===== src/rtl/sram_read_scatterer_pkg.sv =====
// Shared configuration for sram_read_scatterer: FSM state encoding, default
// geometry, derived counter widths and zero-fill constants.
package sram_read_scatterer_pkg;

  localparam int unsigned DEF_DBW     = 16;
  localparam int unsigned DEF_VSIZE   = 8;
  localparam int unsigned DEF_CSIZE   = 8;
  localparam int unsigned DEF_LBW     = 10;
  localparam int unsigned DEF_ICFG_BW = 3;

  localparam int unsigned CV_BW  = $clog2(DEF_VSIZE);
  localparam int unsigned CV_BW1 = $clog2(DEF_VSIZE + 1);
  localparam int unsigned CC_BW  = $clog2(DEF_CSIZE);

  localparam logic [DEF_DBW-1:0]           ZERO_ELEM = '0;
  localparam logic [DEF_DBW*DEF_CSIZE-1:0] ZERO_LINE = '0;

  typedef enum logic [1:0] {
    ST_IDLE,
    ST_FETCH,
    ST_WAIT,
    ST_SCATTER
  } state_e;

endpackage


===== src/rtl/sram_read_scatterer_assembler.sv =====
// dram_line_assembler: merges a window of an SRAM vector into the pending DRAM
// line and accumulates the lane write mask; the mask clears when the line is acked.
module dram_line_assembler #(
  parameter int DBW   = 16,
  parameter int VSIZE = 8,
  parameter int CSIZE = 8
) (
  input  logic                          i_clk,
  input  logic                          i_rst,
  input  logic                          i_wr,
  input  logic                          i_clr,
  input  logic [DBW*VSIZE-1:0]          i_vec,
  input  logic [$clog2(VSIZE+1)-1:0]    i_src_ofs,
  input  logic [$clog2(VSIZE+1)-1:0]    i_count,
  input  logic [$clog2(CSIZE)-1:0]      i_dst_base,
  input  logic [$clog2(VSIZE+1)-1:0]    i_dst_skip,
  output logic [DBW*CSIZE-1:0]          o_line,
  output logic [CSIZE-1:0]              o_mask
);

  logic [DBW*CSIZE-1:0] line_d;
  logic [CSIZE-1:0]     mask_d;
  int unsigned          dst, src, cnt;

  always_comb begin
    line_d = o_line;
    mask_d = o_mask;
    dst    = 32'(i_dst_base) + 32'(i_dst_skip);
    src    = 32'(i_src_ofs);
    cnt    = 32'(i_count);
    if (i_clr) mask_d = '0;
    // Lane j receives vector element src + (j - dst) when it falls inside the piece.
    if (i_wr) begin
      for (int unsigned j = 0; j < CSIZE; j++) begin
        if (j >= dst && j < dst + cnt) begin
          line_d[j*DBW +: DBW] = i_vec[(src + j - dst)*DBW +: DBW];
          mask_d[j]            = 1'b1;
        end
      end
    end
  end

  always_ff @(posedge i_clk) begin
    if (i_rst) begin
      o_line <= '0;
      o_mask <= '0;
    end else begin
      o_line <= line_d;
      o_mask <= mask_d;
    end
  end

endmodule


===== src/rtl/sram_read_scatterer.sv =====
// Reads SRAM vectors per allocated tile and scatters elements into masked DRAM lines.
// Optional macro SRAM_READ_SCATTERER_RDATA_REG_EN registers i_rdata (two-cycle WAIT).
module sram_read_scatterer
  import sram_read_scatterer_pkg::*;
#(
  parameter int DBW     = DEF_DBW,
  parameter int VSIZE   = DEF_VSIZE,
  parameter int CSIZE   = DEF_CSIZE,
  parameter int LBW     = DEF_LBW,
  parameter int LBW0    = 10,
  parameter int LBW1    = 10,
  parameter int ICFG_BW = DEF_ICFG_BW
) (
  input  logic                               i_clk,
  input  logic                               i_rst,
  input  logic                               alloc_rdy,
  output logic                               alloc_ack,
  input  logic [ICFG_BW-1:0]                 i_id,
  input  logic [LBW:0]                       i_size,
  input  logic                               i_which,
  input  logic                               cmd_rdy,
  output logic                               cmd_ack,
  input  logic [$clog2(CSIZE)-1:0]           i_cmd_addrofs,
  input  logic [$clog2(VSIZE+1)-1:0]         i_cmd_len,
  input  logic                               i_cmd_islast,
  output logic                               r0_dval,
  output logic [LBW0-$clog2(VSIZE)-1:0]      o_raddr0,
  output logic                               r1_dval,
  output logic [LBW1-$clog2(VSIZE)-1:0]      o_raddr1,
  input  logic [DBW*VSIZE-1:0]               i_rdata,
  output logic                               dramwr_rdy,
  input  logic                               dramwr_ack,
  output logic [DBW*CSIZE-1:0]               o_dramwr,
  output logic [CSIZE-1:0]                   o_dramwr_mask,
  output logic [ICFG_BW-1:0]                 o_id
);

  localparam int VW1 = $clog2(VSIZE + 1);
  localparam logic [VW1-1:0] VSIZE_W = VW1'(VSIZE);

  state_e               state_q, state_d;
  logic [LBW:0]         size_q, consumed_q, consumed_nxt;
  logic                 which_q;
  logic [VW1-1:0]       vofs_q, handled_q, rem_cmd, rem_vec, n, vofs_nxt;
  logic [DBW*VSIZE-1:0] vec_q, rdata_src;
  logic                 proceed, cmd_done, wait_done;

`ifdef SRAM_READ_SCATTERER_RDATA_REG_EN
  logic [DBW*VSIZE-1:0] rdata_q;
  logic                 wait_q;

  // wait_q marks the second WAIT cycle, when rdata_q holds the returned vector.
  always_ff @(posedge i_clk) begin
    if (i_rst) begin
      rdata_q <= '0;
      wait_q  <= 1'b0;
    end else begin
      rdata_q <= i_rdata;
      wait_q  <= (state_q == ST_WAIT) && !wait_q;
    end
  end

  assign rdata_src = rdata_q;
  assign wait_done = wait_q;
`else
  assign rdata_src = i_rdata;
  assign wait_done = 1'b1;
`endif

  always_comb begin
    rem_cmd      = i_cmd_len - handled_q;
    rem_vec      = VSIZE_W - vofs_q;
    n            = (rem_cmd < rem_vec) ? rem_cmd : rem_vec;
    cmd_done     = (n == rem_cmd);
    proceed      = (state_q == ST_SCATTER) && cmd_rdy && !dramwr_rdy;
    consumed_nxt = consumed_q + {{(LBW + 1 - VW1){1'b0}}, n};
    vofs_nxt     = vofs_q + n;
    alloc_ack    = (state_q == ST_IDLE) && alloc_rdy && !i_rst;
    cmd_ack      = proceed && cmd_done;
    r0_dval      = (state_q == ST_FETCH) && !which_q;
    r1_dval      = (state_q == ST_FETCH) && which_q;
    state_d      = state_q;
    case (state_q)
      ST_IDLE:    if (alloc_ack) state_d = ST_FETCH;
      ST_FETCH:   state_d = ST_WAIT;
      ST_WAIT:    if (wait_done) state_d = ST_SCATTER;
      ST_SCATTER: begin
        if (proceed) begin
          if (consumed_nxt == size_q)  state_d = ST_IDLE;
          else if (vofs_nxt == VSIZE_W) state_d = ST_FETCH;
        end
      end
      default:    state_d = ST_IDLE;
    endcase
  end

  always_ff @(posedge i_clk) begin
    if (i_rst) begin
      state_q    <= ST_IDLE;
      o_id       <= '0;
      size_q     <= '0;
      which_q    <= 1'b0;
      consumed_q <= '0;
      vofs_q     <= '0;
      handled_q  <= '0;
      vec_q      <= '0;
      o_raddr0   <= '0;
      o_raddr1   <= '0;
      dramwr_rdy <= 1'b0;
    end else begin
      state_q <= state_d;
      if (alloc_ack) begin
        o_id       <= i_id;
        size_q     <= i_size;
        which_q    <= i_which;
        consumed_q <= '0;
        vofs_q     <= '0;
        handled_q  <= '0;
      end
      if (state_q == ST_FETCH) begin
        if (which_q) o_raddr1 <= o_raddr1 + 1'b1;
        else         o_raddr0 <= o_raddr0 + 1'b1;
      end
      if (state_q == ST_WAIT && wait_done) vec_q <= rdata_src;
      if (proceed) begin
        consumed_q <= consumed_nxt;
        handled_q  <= cmd_done ? '0 : handled_q + n;
        vofs_q     <= (vofs_nxt == VSIZE_W) ? '0 : vofs_nxt;
      end
      if (dramwr_rdy && dramwr_ack)         dramwr_rdy <= 1'b0;
      else if (cmd_ack && i_cmd_islast)     dramwr_rdy <= 1'b1;
    end
  end

  dram_line_assembler #(
    .DBW  (DBW),
    .VSIZE(VSIZE),
    .CSIZE(CSIZE)
  ) u_assembler (
    .i_clk     (i_clk),
    .i_rst     (i_rst),
    .i_wr      (proceed),
    .i_clr     (dramwr_rdy && dramwr_ack),
    .i_vec     (vec_q),
    .i_src_ofs (vofs_q),
    .i_count   (n),
    .i_dst_base(i_cmd_addrofs),
    .i_dst_skip(handled_q),
    .o_line    (o_dramwr),
    .o_mask    (o_dramwr_mask)
  );

endmodule


===== config.mk =====
export PLATFORM = sky130hd
export DESIGN_NAME = sram_read_scatterer
export DESIGN_NICKNAME = d
export VERILOG_FILES = /design/src/rtl/sram_read_scatterer_pkg.sv /design/src/rtl/sram_read_scatterer_assembler.sv /design/src/rtl/sram_read_scatterer.sv
export SDC_FILE = /design/constraint.sdc
export NUM_CORES = 1
export LEC_CHECK = 0
export BUFFER_PORTS_ARGS = -buffer_cell sky130_fd_sc_hd__buf_2
export CAP_MARGIN = 20
export CORE_UTILIZATION = 28
export DETAILED_ROUTE_END_ITERATION = 6
export GPL_ROUTABILITY_DRIVEN = 0
export GPL_TIMING_DRIVEN = 0
export PLACE_DENSITY = 0.54
export SYNTH_ARGS = -nofsm -noshare
export SYNTH_HDL_FRONTEND = slang
export SYNTH_SLANG_ARGS = --single-unit
export TNS_END_PERCENT = 1

===== constraint.sdc =====
create_clock -name i_clk -period 10.15 [get_ports i_clk]
set_input_delay 1.015 -clock i_clk [delete_from_list [all_inputs] [get_ports i_clk]]
set_output_delay 1.015 -clock i_clk [all_outputs]
set_load 0.1 [all_outputs]

==> out/results.ini <==
[sta]
skew_ps = 28.6
whs_ps = 442
finalSetupViolCount = 0
fmax_ghz = 0.162
finalSetupTns_ps = 0
min_period_over_period_pct = 60.8
maxSlewHeadroom_pct = 32.4
slew_viol_final = 0
finalWorstSetupSlack_ps = 3980
tightest_slew_ps = 1010
final_hold_viol_count = 0
grt_setup_unrepaired = no
min_period_ps = 6170

[critical_path]
reg2reg_slack_ps = 3980
r2r_cells = 22
max_stage_delay_ps = 770
slowest_stage = o2111ai_1
required_ps = 10590
r2r-start = vofs_q[2]
worstPathArrival_ps = 6610
crit_chain = clkbuf_1, inv_1, ha_1, nor2b_1, xor2_1, inv_1, ha_1, o21a_1, o31ai_1, o31a_1, nor2_1, a21oi_1, ha_1, inv_1, fa_1, nor2b_1, nor2b_1, o2111ai_1, clkbuf_1, a21oi_1, nand3_1, a21oi_1
cp-end-kind = register
path_buf_inv = 5
reg2reg_to = u_assembler.o_line[73]
cp_max_fo = 10
crit_family = compound AO/OA/AOI/OAI gates
setup.worst_path.start_class = register
crit_type = register to register

[layout]
syn_to_final_growth_pct = 22.2
final_cell_mix = buf_2 (353), dfxtp_1 (315), nor2_1 (190)
final_cells = 3020
drive_gt1_share_pct = 30.0
fill_cells = 6668
layout_commonest_cell = buf_2
antenna_cells = 0
final_net_count = 2365

[placed_design]
io_buffers = 312
dp_cells = 2950
place_ws_ps = 3650
dp_hpwl_mm = 58.7

[logic_synthesis]
ys.flop_type = dfxtp_1
synthArstFlopShare_pct = 0
ys_warn_count = 0
synth_area_leaders = dfxtp_1 (35%), mux4_2 (16%), mux2i_1 (9.9%), ha_1 (4.2%), mux2_2 (3.9%)
synthCells = 1782
ys_ff_latch = 315
synth-edff-count = 0
ys_types = 89
synth_area_per_cell_um2 = 10.3
netlist.top_cell.by_area = dfxtp_1
syn-num-nets = 2010
syn_area_mm2 = 0.0183
ys_seq_area_share_pct = 34.5
synth_top_area_share_pct = 34.5

[worst_hold_path]
min_path_cells = 2
min_to = u_assembler.o_mask[2]
holdCritStartpoint = u_assembler.o_mask[2]
worstHoldPathType = register to register

[floorplanning]
rows = 93
die_w_um = 257
die_h_um = 257
dieArea_mm2 = 0.0663
pin_count = 314
core_mm2 = 0.0645
start_util_pct = 28.3

[power_and_ir_drop]
p_comb_share_pct = 28.4
p_leak_nw = 8.80
p_int_mw = 2.78
power.share.clock_pct = 36.5
p_per_area_mw_per_mm2 = 189
p_seq_share_pct = 35.1
swShare_pct = 34.0
p_sw_mw = 1.43
ir_drop_mv = 0.121

[grt]
grt_pass1_vias = 15458
track_usage_pct = 21.4
antenna_found_initial = 2
grt-ovfl-total = 0
grt_pass1_wl_mm = 104
grt_max_degree = 16

[route]
ant_nets = 0
drc = 0
drt-initial-drc-count = 1272
routedWlPerCell_um = 24.0
vias = 15929
viasPerCell = 5.27
wl_mm = 72.5
first_pass_iters = 7

[clocking]
cts_resized = 0
cts.sinks = 315
cts-root-buf = clkbuf_16
cts_tree = done
numCtsBuffers = 40
htree_num_levels = 2
clk_pin_slew_ps = 60
cts_setup_buffers = 0
cts_hold_buffers = 0
insertion_delay_ps = 580
clock_path_buffers = 3

[outcome]
status = finished, final reports clean

[flow_run]
max-cap-violations = 0

## power by group through the flow
| stage | sequential [mW] | clock (mW) | combinational (mW) |
|---|---|---|---|
| finish | 1.48 | 1.54 | 1.20 |
| CTS | 1.47 | 1.56 | 1.19 |
| global placement | 1.49 | 0 | 1.17 |
| floorplan | 1.49 | 0 | 0.826 |
| detailed placement | 1.50 | 0 | 1.19 |
| global route | 1.49 | 1.61 | 1.27 |
## worst min-delay path, delay by kind of cell (launching register included)
family           cells  cell delay [ps]
AND/OR/NAND/NOR      1               50
flip-flops           1              300
AO/OA/AOI/OAI        1               50
## flip-flops by register name (all words and copies together), names as in the netlist
| name | cells |
|---|---|
| u_assembler.o_line | 128 |
| vec_q | 128 |
| consumed_q | 11 |
| size_q | 11 |
| u_assembler.o_mask | 8 |
| o_raddr0 | 7 |
| o_raddr1 | 7 |
| handled_q | 4 |
| vofs_q | 4 |
| o_id | 3 |
| state_q | 2 |
| dramwr_rdy | 1 |
| which_q | 1 |
## routing by layer
metal	track usage, %	routed length, um	up-vias	part of all wire [%]
met3	3.06	4360	109	6.0
met5	0	0	-	0
li1	-	-	7226	-
met2	36.6	35300	661	49
met1	27.3	30200	7933	42
met4	7.50	2600	0	3.6
## how the worst max path moves through the flow
stage                       startpoint                     end  slack, ps  cells after the start
after floorplan           i_cmd_len[0]                 cmd_ack       4810                     12
after global placement    i_cmd_len[0]  u_assembler.o_line[78]       3660                     23
after detailed placement  i_cmd_len[0]  u_assembler.o_line[77]       3650                     23
after CTS                    vofs_q[1]  u_assembler.o_line[76]       4050                     19
after global routing         vofs_q[1]  u_assembler.o_line[78]       3590                     19
final                        vofs_q[2]  u_assembler.o_line[73]       3980                     22
## logic make-up (layout without fill, tap and decap cells)
| kind of cell | Yosys count | count (layout) | synth area share [%] |
|---|---|---|---|
| flops | 315 | 315 | 34.5 |
| buf+inv | 159 | 542 | 3.63 |
| mux | 372 | 372 | 29.6 |
| compound gates | 286 | 286 | 10.7 |
| simple gates | 506 | 506 | 12.5 |
| fa+ha+maj | 72 | 72 | 5.38 |
| xor+xnor | 72 | 72 | 3.64 |
## through the flow
stage	power [mW]	area, um2	utilization (%)
detailed placement	2.68	20900	32.5
finish	4.22	22300	34.6
floorplan	2.32	18300	-
CTS	4.23	22300	34.6
global route	4.37	22300	34.6
global placement	2.65	20900	32.4
## synthesized netlist by cell type (14+ instances only)
master / n
dfxtp_1: 315
nor2_1: 190
mux2i_1: 180
nand2_1: 166
mux4_2: 128
a21oi_1: 121
clkbuf_1: 71
nand3_1: 70
mux2_2: 64
ha_1: 61
buf_2: 41
xnor2_1: 38
o2bb2ai_1: 32
xor2_1: 31
inv_1: 30
a22oi_1: 25
o21ai_1: 20
nand3b_1: 19
a21o_1: 17
o21ai_0: 14
## final cells by class
| cell class | instances | area, um2 | area share, % |
|---|---|---|---|
| Buffer | 127 | 543 | 2.43 |
| Clock buffer | 56 | 1170 | 5.25 |
| Clock inverter | 14 | 236 | 1.06 |
| Inverter | 32 | 120 | 0.538 |
| Multi-Input combinational cell | 1308 | 11300 | 50.6 |
| Sequential cell | 315 | 6310 | 28.2 |
| Tap cell | 855 | 1070 | 4.79 |
| Timing Repair Buffer | 313 | 1580 | 7.06 |
Note: power is estimated with default switching activity, not from simulation.
